--- config.mk ---
export PLATFORM = sky130hd
export DESIGN_NAME = aud_i2s_player_flat
export DESIGN_NICKNAME = d
export VERILOG_FILES = /design/src/rtl/aud_pkg.sv /design/src/rtl/aud_i2s_player_if.sv /design/src/rtl/aud_lrck_edge.sv /design/src/rtl/aud_i2s_player.sv /design/src/flat_wrapper.sv
export SDC_FILE = /design/constraint.sdc
export NUM_CORES = 1
export LEC_CHECK = 0
export BUFFER_PORTS_ARGS = -buffer_cell sky130_fd_sc_hd__buf_2
export CORE_MARGIN = 3
export CORE_UTILIZATION = 55
export DETAILED_ROUTE_END_ITERATION = 12
export PLACE_DENSITY = 0.72
export SLEW_MARGIN = 40
export SYNTH_ARGS = -nofsm -noshare
export SYNTH_HDL_FRONTEND = slang
export SYNTH_SLANG_ARGS = --single-unit
--- constraint.sdc ---
create_clock -name i_clk -period 2.74 [get_ports i_clk]
set_clock_uncertainty 0.2 [all_clocks]
set_input_delay 0.137 -clock i_clk [delete_from_list [all_inputs] [get_ports i_clk]]
set_output_delay 0.137 -clock i_clk [all_outputs]
set_load 0.005 [all_outputs]
--- src/rtl/aud_pkg.sv ---
// ============================================================================
// aud_pkg : shared types and defaults for the I2S playback path
// Rev 1.0
// ============================================================================
`default_nettype none

package aud_pkg;

  typedef enum logic [1:0] {
    S_IDLE  = 2'd0,
    S_SYNC  = 2'd1,
    S_SHIFT = 2'd2,
    S_TAIL  = 2'd3
  } player_state_t;

  localparam int AUD_WIDTH    = 16;
  localparam int AUD_VOL_BITS = 3;

endpackage

`default_nettype wire

--- src/rtl/aud_i2s_player_if.sv ---
// ============================================================================
// aud_i2s_player_if : DSP-side sample/control bus and codec-side serial pin
// Rev 1.0
// ============================================================================
`default_nettype none

interface aud_i2s_player_if
  import aud_pkg::*;
#(
  parameter int WIDTH    = AUD_WIDTH,
  parameter int VOL_BITS = AUD_VOL_BITS
);

  logic                i_en;
  logic                i_daclrck;
  logic [WIDTH-1:0]    i_dac_data;
  logic                i_mute;
  logic [VOL_BITS-1:0] i_vol;
  logic                o_aud_dacdat;
  logic                o_sample_req;
  logic                o_trunc_err;

  modport master (
    output i_en, i_daclrck, i_dac_data, i_mute, i_vol,
    input  o_aud_dacdat, o_sample_req, o_trunc_err
  );

  modport slave (
    input  i_en, i_daclrck, i_dac_data, i_mute, i_vol,
    output o_aud_dacdat, o_sample_req, o_trunc_err
  );

endinterface

`default_nettype wire

--- src/rtl/aud_lrck_edge.sv ---
// ============================================================================
// aud_lrck_edge : registers DACLRCK and flags its rising/falling edges
// Rev 1.0
// ============================================================================
`default_nettype none

module aud_lrck_edge (
  input  logic clk,
  input  logic lrck,
  output logic lrck_edge,
  output logic rise,
  output logic fall
);

  logic r_lrck_d;

  // Reset value equals the live pin, so no reset branch is needed.
  always_ff @(posedge clk) begin
    r_lrck_d <= lrck;
  end

  assign lrck_edge = lrck ^ r_lrck_d;
  assign rise      = lrck_edge & lrck;
  assign fall      = lrck_edge & ~lrck;

endmodule

`default_nettype wire

--- src/rtl/aud_i2s_player.sv ---
// ============================================================================
// aud_i2s_player : serialises one attenuated PCM sample per frame onto DACDAT
//                  in I2S format, same sample on left and right slots
// Rev 1.0
// ============================================================================
`default_nettype none

module aud_i2s_player
  import aud_pkg::*;
#(
  parameter int WIDTH    = AUD_WIDTH,
  parameter int VOL_BITS = AUD_VOL_BITS
) (
  input  logic              i_clk,
  input  logic              i_rst,
  aud_i2s_player_if.slave   bus
);

  localparam int             CNT_W      = (WIDTH > 1) ? $clog2(WIDTH) : 1;
  localparam logic [CNT_W-1:0] C_LAST_BIT = CNT_W'(WIDTH - 1);

  player_state_t        r_state;
  player_state_t        w_next;
  logic [WIDTH-1:0]     r_shift;
  logic [WIDTH-1:0]     r_hold;
  logic [CNT_W-1:0]     r_bit_cnt;
  logic                 r_dacdat;
  logic                 r_sample_req;
  logic                 r_trunc_err;

  logic                 w_edge;
  logic                 w_rise;
  logic                 w_fall;
  logic signed [WIDTH-1:0] w_scaled;
  logic [WIDTH-1:0]     w_sample;
  logic                 w_latch;
  logic                 w_reload_hold;
  logic                 w_shift;
  logic                 w_trunc;

  aud_lrck_edge u_lrck_edge (
    .clk       (i_clk),
    .lrck      (bus.i_daclrck),
    .lrck_edge (w_edge),
    .rise      (w_rise),
    .fall      (w_fall)
  );

  assign w_scaled = $signed(bus.i_dac_data) >>> bus.i_vol;
  assign w_sample = bus.i_mute ? '0 : w_scaled;

  always_ff @(posedge i_clk) begin
    if (i_rst) begin
      r_state <= S_IDLE;
    end else begin
      r_state <= w_next;
    end
  end

  // A dropped enable always wins over an LRCK edge: no latch, no reload.
  always_comb begin
    w_next        = r_state;
    w_latch       = 1'b0;
    w_reload_hold = 1'b0;
    w_shift       = 1'b0;
    w_trunc       = 1'b0;
    case (r_state)
      S_IDLE: begin
        if (bus.i_en) begin
          w_next = S_SYNC;
        end
      end
      S_SYNC: begin
        if (!bus.i_en) begin
          w_next = S_IDLE;
        end else if (w_fall) begin
          w_latch = 1'b1;
          w_next  = S_SHIFT;
        end
      end
      S_SHIFT: begin
        w_shift = 1'b1;
        if (w_edge) begin
          w_trunc = (r_bit_cnt != C_LAST_BIT);
          if (!bus.i_en) begin
            w_next = S_IDLE;
          end else begin
            w_latch       = w_fall;
            w_reload_hold = w_rise;
            w_next        = S_SHIFT;
          end
        end else if (r_bit_cnt == C_LAST_BIT) begin
          w_next = S_TAIL;
        end
      end
      S_TAIL: begin
        if (w_edge) begin
          if (!bus.i_en) begin
            w_next = S_IDLE;
          end else begin
            w_latch       = w_fall;
            w_reload_hold = w_rise;
            w_next        = S_SHIFT;
          end
        end
      end
      default: begin
        w_next = S_IDLE;
      end
    endcase
  end

  // The bit driven on the edge cycle still belongs to the previous slot,
  // which yields the one-bit I2S delay for the reloaded MSB.
  always_ff @(posedge i_clk) begin
    if (i_rst) begin
      r_shift      <= '0;
      r_hold       <= '0;
      r_bit_cnt    <= '0;
      r_dacdat     <= 1'b0;
      r_sample_req <= 1'b0;
      r_trunc_err  <= 1'b0;
    end else begin
      r_sample_req <= w_latch;
      r_dacdat     <= w_shift & r_shift[WIDTH-1];
      if (w_trunc) begin
        r_trunc_err <= 1'b1;
      end
      if (w_latch) begin
        r_hold <= w_sample;
      end
      if (w_latch) begin
        r_shift   <= w_sample;
        r_bit_cnt <= '0;
      end else if (w_reload_hold) begin
        r_shift   <= r_hold;
        r_bit_cnt <= '0;
      end else if (w_shift) begin
        r_shift   <= {r_shift[WIDTH-2:0], 1'b0};
        r_bit_cnt <= r_bit_cnt + CNT_W'(1);
      end
    end
  end

  assign bus.o_aud_dacdat = r_dacdat;
  assign bus.o_sample_req = r_sample_req;
  assign bus.o_trunc_err  = r_trunc_err;

endmodule

`default_nettype wire

--- src/flat_wrapper.sv ---
// flat-port wrapper written by rule: the top's interface ports become plain ports
module aud_i2s_player_flat import aud_pkg::*;
#(
  parameter int WIDTH    = AUD_WIDTH,
  parameter int VOL_BITS = AUD_VOL_BITS
)
  (i_clk, i_rst, bus_i_en, bus_i_daclrck, bus_i_dac_data, bus_i_mute, bus_i_vol, bus_o_aud_dacdat, bus_o_sample_req, bus_o_trunc_err);
  aud_i2s_player_if #(.WIDTH(WIDTH), .VOL_BITS(VOL_BITS)) bus_i ();
  input  logic i_clk;
  input  logic i_rst;
  input wire logic [$bits(bus_i.i_en)-1:0] bus_i_en;
  input wire logic [$bits(bus_i.i_daclrck)-1:0] bus_i_daclrck;
  input wire logic [$bits(bus_i.i_dac_data)-1:0] bus_i_dac_data;
  input wire logic [$bits(bus_i.i_mute)-1:0] bus_i_mute;
  input wire logic [$bits(bus_i.i_vol)-1:0] bus_i_vol;
  output wire logic [$bits(bus_i.o_aud_dacdat)-1:0] bus_o_aud_dacdat;
  output wire logic [$bits(bus_i.o_sample_req)-1:0] bus_o_sample_req;
  output wire logic [$bits(bus_i.o_trunc_err)-1:0] bus_o_trunc_err;
  assign bus_i.i_en = bus_i_en;
  assign bus_i.i_daclrck = bus_i_daclrck;
  assign bus_i.i_dac_data = bus_i_dac_data;
  assign bus_i.i_mute = bus_i_mute;
  assign bus_i.i_vol = bus_i_vol;
  assign bus_o_aud_dacdat = bus_i.o_aud_dacdat;
  assign bus_o_sample_req = bus_i.o_sample_req;
  assign bus_o_trunc_err = bus_i.o_trunc_err;
  aud_i2s_player #(.WIDTH(WIDTH), .VOL_BITS(VOL_BITS)) u_core (.i_clk(i_clk), .i_rst(i_rst), .bus(bus_i));
endmodule
# After elaboration in Yosys (flattened, before gate mapping)
# Cells that the tools add are included.
# classes
add_sub_neg	1
eq_ne	9
shifts	1
muxes	23
n_bitwise	5
n_reduce_logical	5
# op_table
op	n
2-to-1 mux 16 bit	4
>>> shifter 16 x 3 -> 16 bit	1
2-to-1 mux 2 bit	7
2-to-1 mux 1 bit	10
one-hot mux 2 bit (4 select lines)	1
inequality test 3 x 2 -> 1 bit (second input constant)	2
adder 4 x 1 -> 4 bit (second input constant)	1
equality test 2 bit (second input constant)	2
equality test 4 bit (second input constant)	1
inequality test 2 bit (second input constant)	2
inequality test 4 bit (second input constant)	1
AND reduction 4 bit	1
bitwise AND 1 bit	3
nonzero test 3 bit	1
OR reduction 3 bit	1
equality test 2 x 1 -> 1 bit (second input constant)	1
zero test 2 bit	1
one-hot mux 1 bit (2 select lines)	1
OR reduction 2 bit	1
inverter 1 bit	1
bitwise XOR 1 bit	1
# totals
register_bits	42
inputBits	24
out_inout_bits	3
elab_cells	52

# Longest topological paths before layout
# depth
depth_word	7
ltp_mapped	9
depth_no_buf	6

# By module
# From an unflattened synthesis, not the netlist that was laid out.
# unflattened
hier_cells	246
area_unflattened_um2	2421.1
# by_module_without_submodules
module	instances	cells_per_inst	area_each_um2	seq_area_each_um2
aud_i2s_player	1	240	2364.8	820.8
aud_lrck_edge	1	6	56.3	20.0

# Worst setup path before layout
# Ideal clock, no wire load.
# synth_path
kind	register to register
startpoint	register u_core.u_lrck_edge.r_lrck_d
endpoint	register u_core.r_shift[15]
setup_time_ns	0.116
t_arrival_ns	1.866
required_time_ns	2.424
slack_ns	0.559
path_stages_with_launch	8
path_buffers	2
synth_period_minus_slack_ns	2.181
cell_sequence	dfxtp_1 ha_1 and2_4 buf_6 or3_1 buf_2 mux2_4 a31o_1
# synth_between
elab_chain_cells	7
word_cells_on_any_way	14
classes_between	mux (10); bitwise (3); reduce/logical (1)
# synth_lines
item	line	rtl
from (decl)	aud_lrck_edge.sv:15	logic r_lrck_d;
from (signal assigned)	aud_lrck_edge.sv:19	r_lrck_d <= lrck;
bitwise XOR 1 bit (*)	aud_lrck_edge.sv:22	assign lrck_edge = lrck ^ r_lrck_d;
bitwise AND 1 bit	aud_lrck_edge.sv:23	assign rise = lrck_edge & lrck;
2-to-1 mux 1 bit	aud_i2s_player.sv:85, aud_i2s_player.sv:98	
2-to-1 mux 1 bit	aud_i2s_player.sv:83	if (w_edge) begin
2-to-1 mux 1 bit	-	
2-to-1 mux 16 bit	aud_i2s_player.sv:135	end else if (w_reload_hold) begin
2-to-1 mux 16 bit	aud_i2s_player.sv:132	if (w_latch) begin
to (signal assigned)	aud_i2s_player.sv:133	r_shift <= w_sample;
to (signal assigned)	aud_i2s_player.sv:136	r_shift <= r_hold;
to (signal assigned)	aud_i2s_player.sv:139	r_shift <= {r_shift[WIDTH-2:0], 1'b0};
to (decl)	aud_i2s_player.sv:24	logic [WIDTH-1:0] r_shift;
# Mark *: on every way between the ends. The rest lies on a longest branch, timed or not.
# A chain may end at the register's enable or synchronous reset.

# Worst setup path in the final report
# layout_path
startpoint	input bus_i_daclrck
endpoint	register u_core.r_shift[13]
# layout_between
elab_chain_cells	7
word_cells_on_any_way	15
classes_between	mux (10); bitwise (4); reduce/logical (1)
# layout_lines
item	line	rtl
from (decl)	flat_wrapper.sv:12	input wire logic [$bits(bus_i.i_daclrck)-1:0] bus_i_daclrck;
bitwise XOR 1 bit	aud_lrck_edge.sv:22	
bitwise AND 1 bit	aud_lrck_edge.sv:23	
2-to-1 mux 1 bit	aud_i2s_player.sv:85, aud_i2s_player.sv:98	
2-to-1 mux 1 bit	aud_i2s_player.sv:83	
2-to-1 mux 1 bit	-	
2-to-1 mux 16 bit	aud_i2s_player.sv:135	
2-to-1 mux 16 bit	aud_i2s_player.sv:132	
# Parallel ways exist; a longest one is shown, timed or not.

==> metrics.txt <==
P per Cell Area 456 mW/mm2; Fmax 395 MHz; share of the synthesized area in the top cell type 34.9%; antenna-violating nets left 0; DR WL/cell 16.2 um; largest cells by area after synthesis dfxtp_1 (35%), mux4_2 (12%), mux2_2 (8.9%); peak supply drop 0.323 mV; max-slew violations 0; setup_tns 0 ns; complex-gate fraction of the synthesized area 21.0%; Die ar. 0.00522 mm2; initial antenna violation count 0; Simple-Gate Fraction of Synth Area 14.2%; cts bufs inserted 5; syn nets 274; gr usage total 21.7%; Top Ports 27; Hold Violations, Final 0; Iteration-0 DRC Markers 114; mux cell area share after synthesis 22.0%; top_reg_cell synth dfxtp_1; largest net degree at the start of global routing 39; critical path data arrival time 2.53 ns; Vias 1997; deepest clock path buffer count 2; setup violators final 0; worst endpoint required time 2.74 ns; Slew headroom 54.8%; drt total wl 5120 um; Clock Tree Root clkbuf_8; TritonCTS clock tree built; die height 72.2 um; yosys warns 0; largest family of logic cells by synthesized area multiplexers; Post-synth EDFFs 0; leading cell types by count after synthesis dfxtp_1 (42), nand2_1 (38), mux2_2 (19), a21oi_1 (18); first-pass GRT wire length 8960 um; total grt overflow 0; Async SR Flop Fraction 0%; Area Growth Syn to Fin 9.49%; crit path capture type register; vias in the first global route 1888; Worst Max-Slew Pin Slew 0.678 ns; Pre-antenna DRT Iters 4; Period minus WS final 2.53 ns; ANT cells 0; Worst Hold Class in2reg; DP HPWL 3550 um; hold_ws 0.147 ns; Synth Area in XOR/XNOR 1.09%; Worst-path clk slew 0.07 ns; Avg Vias per Cell 6.32; # rows 23; # H-tree levels 2; Pleak 0.951 nW; # clock sinks 42; # DRC 0; IO Port Bufs 26; FF+latch count, synth 42; Yosys cell types 42; most frequent cell after synthesis dfxtp_1; share of layout cells above drive strength 1 28.2%; CORE AREA 0.00412 mm2; DIE WIDTH 72.2 um; Max Cap Viol 0; setup repair bufs after CTS 0; RSZ-0062 raised after global routing false; critical path class in2reg; Synth area leader dfxtp_1; Gate Count Post-Synth 247; Initial Utilization 58.6%; CP Launch Type primary input; sequential fraction of the synthesis area 34.9%; result of the run finished clean; nets@finish 292; worst-path fanout max 6; Netlist Area Pre-Place 0.00241 mm2; Tcrit/Tclk final 92.5%; Worst-Skew Late Latency 0.29 ns; Post-Synth Adder-Cell Area 1.56%; post-synthesis area per instance 9.77 um2; GP Congestion 0.868
## area by class of cell
cell class | instances | area (um2)
Clock buffer | 7 | 86.3
Clock inverter | 1 | 5.00
Fill cell | 351 | 1470
Inverter | 6 | 22.5
Multi-Input combinational cell | 178 | 1440
Sequential cell | 42 | 841
Tap cell | 50 | 62.6
Timing Repair Buffer | 32 | 180
## report_power, final
group | total, mW | internal (mW) | switching [mW]
clock | 0.405 | 0.203 | 0.201
sequential | 0.631 | 0.623 | 0.00769
combinational | 0.168 | 0.0814 | 0.0864
## registers in the layout, summed over array words and instances (netlist names)
name	flops
u_core.bus.o_sample_req	1
u_core.bus.o_aud_dacdat	1
u_core.r_shift	16
u_core.u_lrck_edge.r_lrck_d	1
u_core.r_bit_cnt	4
u_core.r_hold	16
u_core.bus.o_trunc_err	1
u_core.r_state	2
## layout by cell type, fill, tap and decap left out, drive strengths merged, types with 3 or more instances in the layout
cell type,count
dfxtp,42
nor2b,4
buf,30
nor2,7
a22oi,9
inv,6
a211oi,15
clkbuf,7
a311oi,15
nor3,3
nand3,3
o21ai,5
mux2,20
a21oi,18
ha,3
mux4,13
nand2,38
## metrics by stage
step,area (um2),instances,setup WS [ns],power [mW],utilization [%]
final,2640,316,0.207,1.20,64.2
after global placement,2530,306,0.498,0.806,61.5
after CTS,2640,316,0.243,1.22,64.2
after floorplan,2410,247,0.559,0.765,-
after global routing,2640,316,0.0543,1.26,64.2
after detailed placement,2530,306,0.465,0.810,61.5
## logic make-up after synthesis
kind of cell	after synthesis
XOR/XNOR	3
AND/OR/NAND/NOR	67
flip-flops	42
multiplexers	34
adder cells (fa/ha/maj)	3
AO/OA/AOI/OAI	71
buffers and inverters	27
## layer usage
| layer | global-route usage (%) | wire length (um) | up-vias |
|---|---|---|---|
| met3 | 4.71 | 300 | 5 |
| met1 | 29.9 | 2410 | 957 |
| li1 | - | - | 979 |
| met4 | 5.01 | 48 | 0 |
| met5 | 0 | 0 | - |
| met2 | 34.8 | 2360 | 56 |
## repair_timing
action	CTS	global route
hold endpoints to repair	2	0
hold buffers	2	0
resized for setup	0	0
## worst max-delay path, cell delays in order
cell and delay [ns]:
dlygate4sd3_1 0.52, buf_2 0.12, inv_1 0.04, ha_1 0.34, and2_4 0.22, nor3_1 0.49
o311ai_0 0.35, a311oi_1 0.32
## worst paths after layout
kind                                     from  slack [ns]                 endpoint  cells after the start
hold / removal                       bus_i_en        0.15        u_core.r_state[1]                      3
hold reg to reg            u_core.r_shift[15]        0.25  u_core.bus.o_aud_dacdat                      2
setup / recovery                bus_i_daclrck        0.21       u_core.r_shift[13]                      8
setup reg to reg  u_core.u_lrck_edge.r_lrck_d        0.41       u_core.r_shift[13]                      5
Note: power is estimated with default switching activity, not from simulation.
